==> src/rtl/rga_bus_sequencer.sv <==
// rga_bus_sequencer
// Register-address bus sequencer for a Denise-style chip. Each CCK cycle, the
// sequencer latches the register address on the rising CCK event and decodes it.
// Reads snapshot a source, then drive the data bus until the falling CCK event.
// Writes capture the data bus on the first CCKQ transition and emit a one-clk
// strobe. A new rising CCK event that arrives before the current access has
// finished aborts that access and sets a sticky overrun flag.

module rga_bus_sequencer #(
    parameter logic [7:0] IDLE_RGA = 8'hFF
) (
    input  logic        clk,
    input  logic        reset,
    input  logic        cck,
    input  logic        cck_edge,
    input  logic        cckq_edge,
    input  logic        cfg_ecs,
    input  logic [7:0]  rga,
    input  logic [15:0] db_in,
    input  logic [15:0] deniseid,
    input  logic [15:0] clxdat,
    input  logic [15:0] joy0dat,
    input  logic [15:0] joy1dat,
    output logic [15:0] db_out,
    output logic        db_oen,
    output logic        wr_stb,
    output logic [7:0]  wr_addr,
    output logic [15:0] wr_data,
    output logic        clx_clr,
    output logic        ovr_err
);

    localparam logic [7:0] RGA_JOY0DAT  = 8'h05;
    localparam logic [7:0] RGA_JOY1DAT  = 8'h06;
    localparam logic [7:0] RGA_CLXDAT   = 8'h07;
    localparam logic [7:0] RGA_DENISEID = 8'h3E;

    typedef enum logic [2:0] {
        IDLE,
        DECODE,
        WR_WAIT,
        RD_DRIVE,
        TURN
    } stateType;

    stateType    r_state;
    logic [7:0]  r_rgaQ;
    logic [15:0] r_dbOut;
    logic        r_dbOen;
    logic        r_wrStb;
    logic [7:0]  r_wrAddr;
    logic [15:0] r_wrData;
    logic        r_clxClr;
    logic        r_ovrErr;

    logic        w_riseEvt;
    logic        w_fallEvt;
    logic        w_isRead;
    logic [15:0] w_readData;

    assign w_riseEvt = cck_edge & cck;
    assign w_fallEvt = cck_edge & ~cck;

    // Classify the latched address: which addresses are readable, and which
    // source each of them returns. DENISEID only exists on ECS parts; on OCS
    // the address falls through to the write path so the bus is never driven.
    always_comb begin
        w_isRead   = 1'b0;
        w_readData = 16'h0000;
        case (r_rgaQ)
            RGA_JOY0DAT: begin
                w_isRead   = 1'b1;
                w_readData = joy0dat;
            end
            RGA_JOY1DAT: begin
                w_isRead   = 1'b1;
                w_readData = joy1dat;
            end
            RGA_CLXDAT: begin
                w_isRead   = 1'b1;
                w_readData = clxdat;
            end
            RGA_DENISEID: begin
                w_isRead   = cfg_ecs;
                w_readData = deniseid;
            end
            default: begin
                w_isRead   = 1'b0;
                w_readData = 16'h0000;
            end
        endcase
    end

    // Access sequencer: one FSM with all bus outputs registered. A rising CCK
    // event outside IDLE takes priority over everything else, restarting the
    // decode with the new address and dropping any pending strobe or drive.
    always_ff @(posedge clk) begin
        if (reset) begin
            r_state  <= IDLE;
            r_rgaQ   <= 8'h00;
            r_dbOut  <= 16'h0000;
            r_dbOen  <= 1'b0;
            r_wrStb  <= 1'b0;
            r_wrAddr <= 8'h00;
            r_wrData <= 16'h0000;
            r_clxClr <= 1'b0;
            r_ovrErr <= 1'b0;
        end else begin
            r_wrStb  <= 1'b0;
            r_clxClr <= 1'b0;
            if (w_riseEvt && (r_state != IDLE)) begin
                r_ovrErr <= 1'b1;
                r_dbOen  <= 1'b0;
                r_rgaQ   <= rga;
                r_state  <= DECODE;
            end else begin
                case (r_state)
                    IDLE: begin
                        if (w_riseEvt) begin
                            r_rgaQ  <= rga;
                            r_state <= DECODE;
                        end
                    end
                    DECODE: begin
                        if (r_rgaQ == IDLE_RGA) begin
                            r_state <= IDLE;
                        end else if (w_isRead) begin
                            r_dbOut <= w_readData;
                            r_dbOen <= 1'b1;
                            r_state <= RD_DRIVE;
                        end else begin
                            r_state <= WR_WAIT;
                        end
                    end
                    WR_WAIT: begin
                        if (cckq_edge) begin
                            r_wrAddr <= r_rgaQ;
                            r_wrData <= db_in;
                            r_wrStb  <= 1'b1;
                            r_state  <= IDLE;
                        end
                    end
                    RD_DRIVE: begin
                        if (w_fallEvt) begin
                            r_dbOen  <= 1'b0;
                            r_clxClr <= (r_rgaQ == RGA_CLXDAT);
                            r_state  <= TURN;
                        end
                    end
                    TURN: begin
                        r_state <= IDLE;
                    end
                    default: begin
                        r_dbOen <= 1'b0;
                        r_state <= IDLE;
                    end
                endcase
            end
        end
    end

    assign db_out  = r_dbOut;
    assign db_oen  = r_dbOen;
    assign wr_stb  = r_wrStb;
    assign wr_addr = r_wrAddr;
    assign wr_data = r_wrData;
    assign clx_clr = r_clxClr;
    assign ovr_err = r_ovrErr;

endmodule
==> config.mk <==
export PLATFORM = sky130hd
export DESIGN_NAME = rga_bus_sequencer
export DESIGN_NICKNAME = d
export VERILOG_FILES = /design/src/rtl/rga_bus_sequencer.sv
export SDC_FILE = /design/constraint.sdc
export NUM_CORES = 1
export LEC_CHECK = 0
export ABC_AREA = 1
export BUFFER_PORTS_ARGS = -buffer_cell sky130_fd_sc_hd__buf_4
export CAP_MARGIN = 20
export CORE_ASPECT_RATIO = 1.75
export CORE_UTILIZATION = 27
export CTS_CLUSTER_SIZE = 8
export DETAILED_ROUTE_END_ITERATION = 10
export GPL_TIMING_DRIVEN = 0
export REMOVE_ABC_BUFFERS = 1
export SLEW_MARGIN = 30
export SYNTH_ARGS = -nofsm -noshare
export SYNTH_HDL_FRONTEND = slang
export SYNTH_SLANG_ARGS = --single-unit
==> constraint.sdc <==
create_clock -name clk -period 3.2 [get_ports clk]
set_input_delay 0.8 -clock clk [delete_from_list [all_inputs] [get_ports clk]]
set_output_delay 0.8 -clock clk [all_outputs]
set_load 0.05 [all_outputs]
==> results of run 1 <==
## per-layer routing
| layer | share of wire [%] | routed length, µm |
|---|---|---|
| met4 | 3.8 | 336 |
| met1 | 38 | 3300 |
| met3 | 5.2 | 462 |
| met5 | 0 | 0 |
| met2 | 53 | 4700 |
## power by group through the flow
stage          Clock (mW)  Sequential, mW  Combinational, mW
2_1_floorplan           0           0.925              0.204
3_3_place_gp            0           0.792              0.542
3_5_place_dp            0           0.795              0.552
4_1_cts             0.583           0.779              0.552
5_1_grt             0.603           0.787              0.597
6_report            0.558           0.780              0.549
## registers in the layout, summed over array words and instances (netlist names)
signal	count
clx_clr	1
db_oen	1
db_out	16
ovr_err	1
r_rgaQ	8
r_state	3
wr_addr	8
wr_data	16
wr_stb	1
## synth_stat cells
cell / instances
buf_2: 8
dfxtp_1: 55
buf_6: 3
o21ai_1: 15
o21ai_0: 34
nor2_1: 57
nor2_4: 1
nand3_1: 76
nand3_4: 1
nand4_1: 18
buf_4: 2
inv_1: 51
a21oi_1: 13
nand2_2: 4
a31oi_2: 1
nand2_1: 35
o211ai_1: 1
nor2_2: 4
nand3_2: 1
nor2_8: 1
nor3_1: 1
inv_2: 6
clkbuf_1: 8
buf_1: 1
## stage by stage
stage	utilization (%)	hold WS, ns	instance area (µm²)	instances
global placement	38.4	0.440	3780	637
global route	40.0	0.478	3940	645
CTS	40.0	0.455	3940	645
finish	40.0	0.456	3940	645
floorplan	-	0.447	2600	375
detailed placement	38.5	0.444	3790	637
## worst paths after layout
path	startpoint	endpoint	depth (start not counted)
worst min register to register	ovr_err	ovr_err	2
worst max-delay path	cck_edge	wr_data[4]	8
worst max register to register	r_rgaQ[2]	db_out[8]	7
worst min-delay path	ovr_err	ovr_err	2
## critical path, delay by kind of cell
family,cells,cell delay [ns]
simple gates,5,1.18
buf+inv,3,0.88
## cells by family after synthesis
group / after synthesis / share of synthesized area [%]
simple gates: 199 / 35.0
buf+inv: 79 / 12.4
compound gates: 64 / 12.1
flops: 55 / 40.5
## cell type report
type	instances	area (µm²)
Fill cell	1071	5910
Multi-Input combinational cell	263	1290
Sequential cell	55	1100
Timing Repair Buffer	137	1030
Inverter	57	214
Tap cell	125	156
Clock buffer	7	143
Clock inverter	1	8.76
==> impl_metrics.tcl, run 1 <==
set metrics [dict create \
    slowest_delay_ns 0.61 \
    syn2layout_area_growth_pct 44.8 \
    grt_usage_pct 16.5 \
    crit_chain "buf_4, nand2_1, inv_1, nor2_1, nand2_1, inv_1, nor2_1, nor2_1" \
    drt_iter0_markers 135 \
    final_common_cell "buf_4" \
    cts_hold_buf 0 \
    cts_buffer_depth 2 \
    antenna_cells 0 \
    critical_path_class "in2reg" \
    crit_path_max_fanout 26 \
    antenna_found_initial 0 \
    routedWlPerCell_um 13.6 \
    cts_resized 0 \
    cts_tree "built" \
    ys.warnings.count 0 \
    drcViolationCount 0 \
    synth_top_area_share_pct 40.5 \
    cp-end-kind "register" \
    rsz0062_at_grt "false" \
    crit_top_cell "nor2_1" \
    clkSlewWorstSetupHoldPaths_ns 0.07 \
    seq_area_frac_synth_pct 40.5 \
    use_met2_pct 30.2 \
    grtUsageMet1_pct 17.8 \
    cts.sinks 55 \
    worst_pin_slew_ns 0.915 \
    p_total_mw 1.89 \
    mostFrequentLayoutCells "buf_4 (137), nand3_1 (76), nor2_1 (57)" \
    sequentialPowerShare_pct 41.3 \
    max-cap-violations 0 \
    hpwl_um 6230 \
    use_met3_pct 2.36 \
    fin_crit_ns 2.67 \
    cts_root_buffer "clkbuf_16" \
    post-cts-setup-buffers 0 \
    totalWireLength_um 8800 \
    p_leak_nw 1.81 \
    cp_data_required_time_ns 3.42 \
    max_freq_mhz 375 \
    vias 3046 \
    drv_slew 0 \
    comb_power_share_pct 29.1 \
    ir_worst_vdd_uv 225 \
    period_share_pct 83.3 \
    cts.htree.levels 2 \
    die_area_um2 10500 \
    swShare_pct 33.7 \
    p_clk_share_pct 29.6 \
    drt_pass1_iterations 4 \
    postLayoutSetupSlackWorst_ns 0.535 \
    synth.largest_area_cell "dfxtp_1" \
    relSlewSlack_pct 38.9 \
    clock_latency_ns 0.29 \
    p_sw_mw 0.636 \
    synth_area_um2 2720 \
    start_util_pct 27.6 \
    setup_viol 0 \
    pin_count 138 \
    grt_pass1_vias 2766 \
    syn_inst 397 \
    tns_ns 0 \
    cts-buffers-inserted 5 \
    io_buffers 137 \
    viasPerCell 4.72 \
    grt_start_max_net_pins 50 \
    gp_congestion 0.779 \
    grt_first_pass_wirelength_um 13400 \
    rows 48 \
    drive_above_1_share_pct 31.5 \
    hold_viol 0 \
    die_x_um 77.9 \
    synth.area.top_cells "dfxtp_1 (40%), nand3_1 (14%), nor2_1 (7.9%), inv_1 (7.0%), o21ai_0 (6.3%)" \
    slowest_stage "inv_1" \
    worstSetupStartpointType "primary input" \
    dp_slack_ns 0.166 \
    syn_area_per_cell_um2 6.85 \
    ant_nets 0 \
    crit_arrival_ns 2.89 \
    ys_types 24 \
    intPower_mw 1.25 \
    status "finished clean" \
    ys_ff_latch 55 \
    nNetsFinal 613 \
    min_path_type "reg2reg" \
    top_usage_layer "met2" \
    worst_clock_skew_ns 0.00717 \
    die_y_um 135 \
    r2r_setup_slack_ns 0.96 \
    gr-total-overflow 0 \
    core_area_um2 9850 \
    power_density_nw_per_um2 479 \
]
No activity file was read; power rests on OpenSTA's default activity.
==> run 2: changes to the inputs <==
==> constraint.sdc (replaced) <==
create_clock -name clk -period 2.15 [get_ports clk]
set_input_delay 0.5375 -clock clk [delete_from_list [all_inputs] [get_ports clk]]
set_output_delay 0.5375 -clock clk [all_outputs]
set_load 0.05 [all_outputs]
==> run 2 against run 1 <==
Against the previous run:
- die area stayed put
- via count is 1.8% higher
- wire length is 5.7% higher
- clock-buffer cell count unchanged
- sequential cell count unchanged
- worst setup slack got worse by 0.34 ns
- register-to-register slack got worse by 0.76 ns
- non-clock buffer count rose by 3
- clock skew is 0.00050 ns higher
- combinational power grew 53%
- critical path type is now reg2reg
- critical endpoint is now db_out[8]
- largest cell class unchanged
==> impl_metrics.tcl, run 2 (synthesized netlist as in run 1, its figures left out) <==
set metrics [dict create \
    antenna_found_initial 0 \
    drt_pass1_iterations 4 \
    crit_arrival_ns 2.14 \
    drt_iter0_markers 126 \
    hpwl_um 6230 \
    routedWlPerCell_um 14.3 \
    pin_count 138 \
    rr_worst_depth 8 \
    crit_path_max_fanout 32 \
    drcViolationCount 0 \
    cts.sinks 55 \
    nNetsFinal 618 \
    status "finished clean" \
    clkSlewWorstSetupHoldPaths_ns 0.07 \
    worst_pin_slew_ns 0.922 \
    start_util_pct 27.6 \
    die_y_um 135 \
    hold_depth 2 \
    min-delay-start "reset" \
    hold_viol 0 \
    rr_endpoint "db_out[8]" \
    period_share_pct 90.8 \
    grt_first_pass_wirelength_um 13700 \
    worstSetupStartpointType "register" \
    totalWireLength_um 9300 \
    power_density_nw_per_um2 712 \
    cp-end-kind "register" \
    die_x_um 77.9 \
    fin_crit_ns 1.95 \
    core_area_um2 9850 \
    drive_above_1_share_pct 32.8 \
    setup_viol 0 \
    critical_path_class "reg2reg" \
    cp_data_required_time_ns 2.34 \
    vias 3101 \
    gp_congestion 0.779 \
    postLayoutSetupSlackWorst_ns 0.198 \
    utilization_pct 40.4 \
    antenna_cells 0 \
    ir_worst_vdd_uv 335 \
    p_leak_nw 1.83 \
    min_to "ovr_err" \
    io_buffers 137 \
    clock_latency_ns 0.29 \
    mostFrequentLayoutCells "buf_4 (140), nand3_1 (76), nor2_1 (57)" \
    drv_slew 0 \
    cts-buffers-inserted 5 \
    max_freq_mhz 512 \
    r2r-start "r_rgaQ[0]" \
    rows 48 \
    fillCellCount 1066 \
    relSlewSlack_pct 38.5 \
    cts_tree "built" \
    grt_start_max_net_pins 50 \
    dp_slack_ns -0.622 \
    p_total_mw 2.84 \
    grt_pass1_vias 2790 \
    final_common_cell "buf_4" \
    viasPerCell 4.77 \
    cts.htree.levels 2 \
    rsz0062_at_grt "false" \
    grt_usage_pct 17.0 \
    max-cap-violations 0 \
    gr-total-overflow 0 \
    cts_hold_buf 0 \
    syn2layout_area_growth_pct 46.4 \
    die_area_um2 10500 \
    cts_root_buffer "clkbuf_16" \
    worst_clock_skew_ns 0.00767 \
    min_path_type "in2reg" \
    r2r_setup_slack_ns 0.20 \
    cts_buffer_depth 2 \
    ant_nets 0 \
]
[run 2: changes by cell type in the layout (fill, tap and decap cells not counted)]
cell and delta:
buf_4 +3, nand2_1 -2, nand2_2 +2, nor2_2 +2
clkinvlp_4 +1, inv_1 -1
[run 2: layout make-up]
cell class	count	area [µm²]	area share, %
Inverter	57	218	5.47
Timing Repair Buffer	140	1050	26.4
Sequential cell	55	1100	27.6
Clock inverter	1	8.76	0.220
Tap cell	125	156	3.93
Multi-Input combinational cell	265	1310	32.8
Clock buffer	7	143	3.58
[run 2: routing by layer]
| metal | share of wire [%] | vias to the layer above | GRT usage (%) | wire, µm |
|---|---|---|---|---|
| li1 | - | 1558 | - | - |
| met3 | 4.7 | 21 | 2.36 | 433 |
| met4 | 3.6 | 0 | 9.54 | 334 |
| met2 | 54 | 102 | 31.3 | 5060 |
| met1 | 37 | 1420 | 18.4 | 3470 |
| met5 | 0 | - | 0 | 0 |
[run 2: worst max-delay path by stage]
| stage | slack (ns) | startpoint | depth (start not counted) | to |
|---|---|---|---|---|
| after floorplan | 0.22 | r_rgaQ[0] | 8 | db_out[0] |
| after global placement | -0.52 | cck_edge | 8 | wr_data[6] |
| after detailed placement | -0.62 | cck_edge | 8 | wr_data[4] |
| after CTS | 0.01 | r_rgaQ[0] | 8 | db_out[8] |
| after global routing | 0.02 | r_rgaQ[0] | 8 | db_out[9] |
| final | 0.20 | r_rgaQ[0] | 8 | db_out[8] |
[run 2: power breakdown]
part / total, mW / leakage, nW / switching [mW] / internal, mW
clock network: 0.835 / 0.0741 / 0.368 / 0.467
registers: 1.16 / 0.446 / 0.0563 / 1.10
logic: 0.841 / 1.31 / 0.542 / 0.299
[run 2: through the flow]
| stage | TNS, ns | hold WS [ns] | area, µm² | cells |
|---|---|---|---|---|
| floorplan | 0 | 0.447 | 2600 | 375 |
| global placement | -16.24 | 0.440 | 3780 | 637 |
| detailed placement | -14.22 | 0.444 | 3790 | 637 |
| CTS | 0 | 0.416 | 3950 | 646 |
| global route | 0 | 0.423 | 3980 | 650 |
| finish | 0 | 0.426 | 3980 | 650 |
[run 2: worst max-delay path, stage by stage, from the launching register on]
cell and delay (ns):
dfxtp_1 0.34, inv_2 0.07, nand2_1 0.14, nor2_4 0.42
nand3_2 0.11, nand2_2 0.13, nand3_4 0.30, o21ai_1 0.25
nor2_1 0.05
[run 2: timing repair]
action	4_1_cts	5_1_grt
resized for setup	2	1
pin swaps	1	2
endpoints found under the setup margin	40	40
setup buffers	0	3
hold endpoints to repair	0	0
cloned	1	1
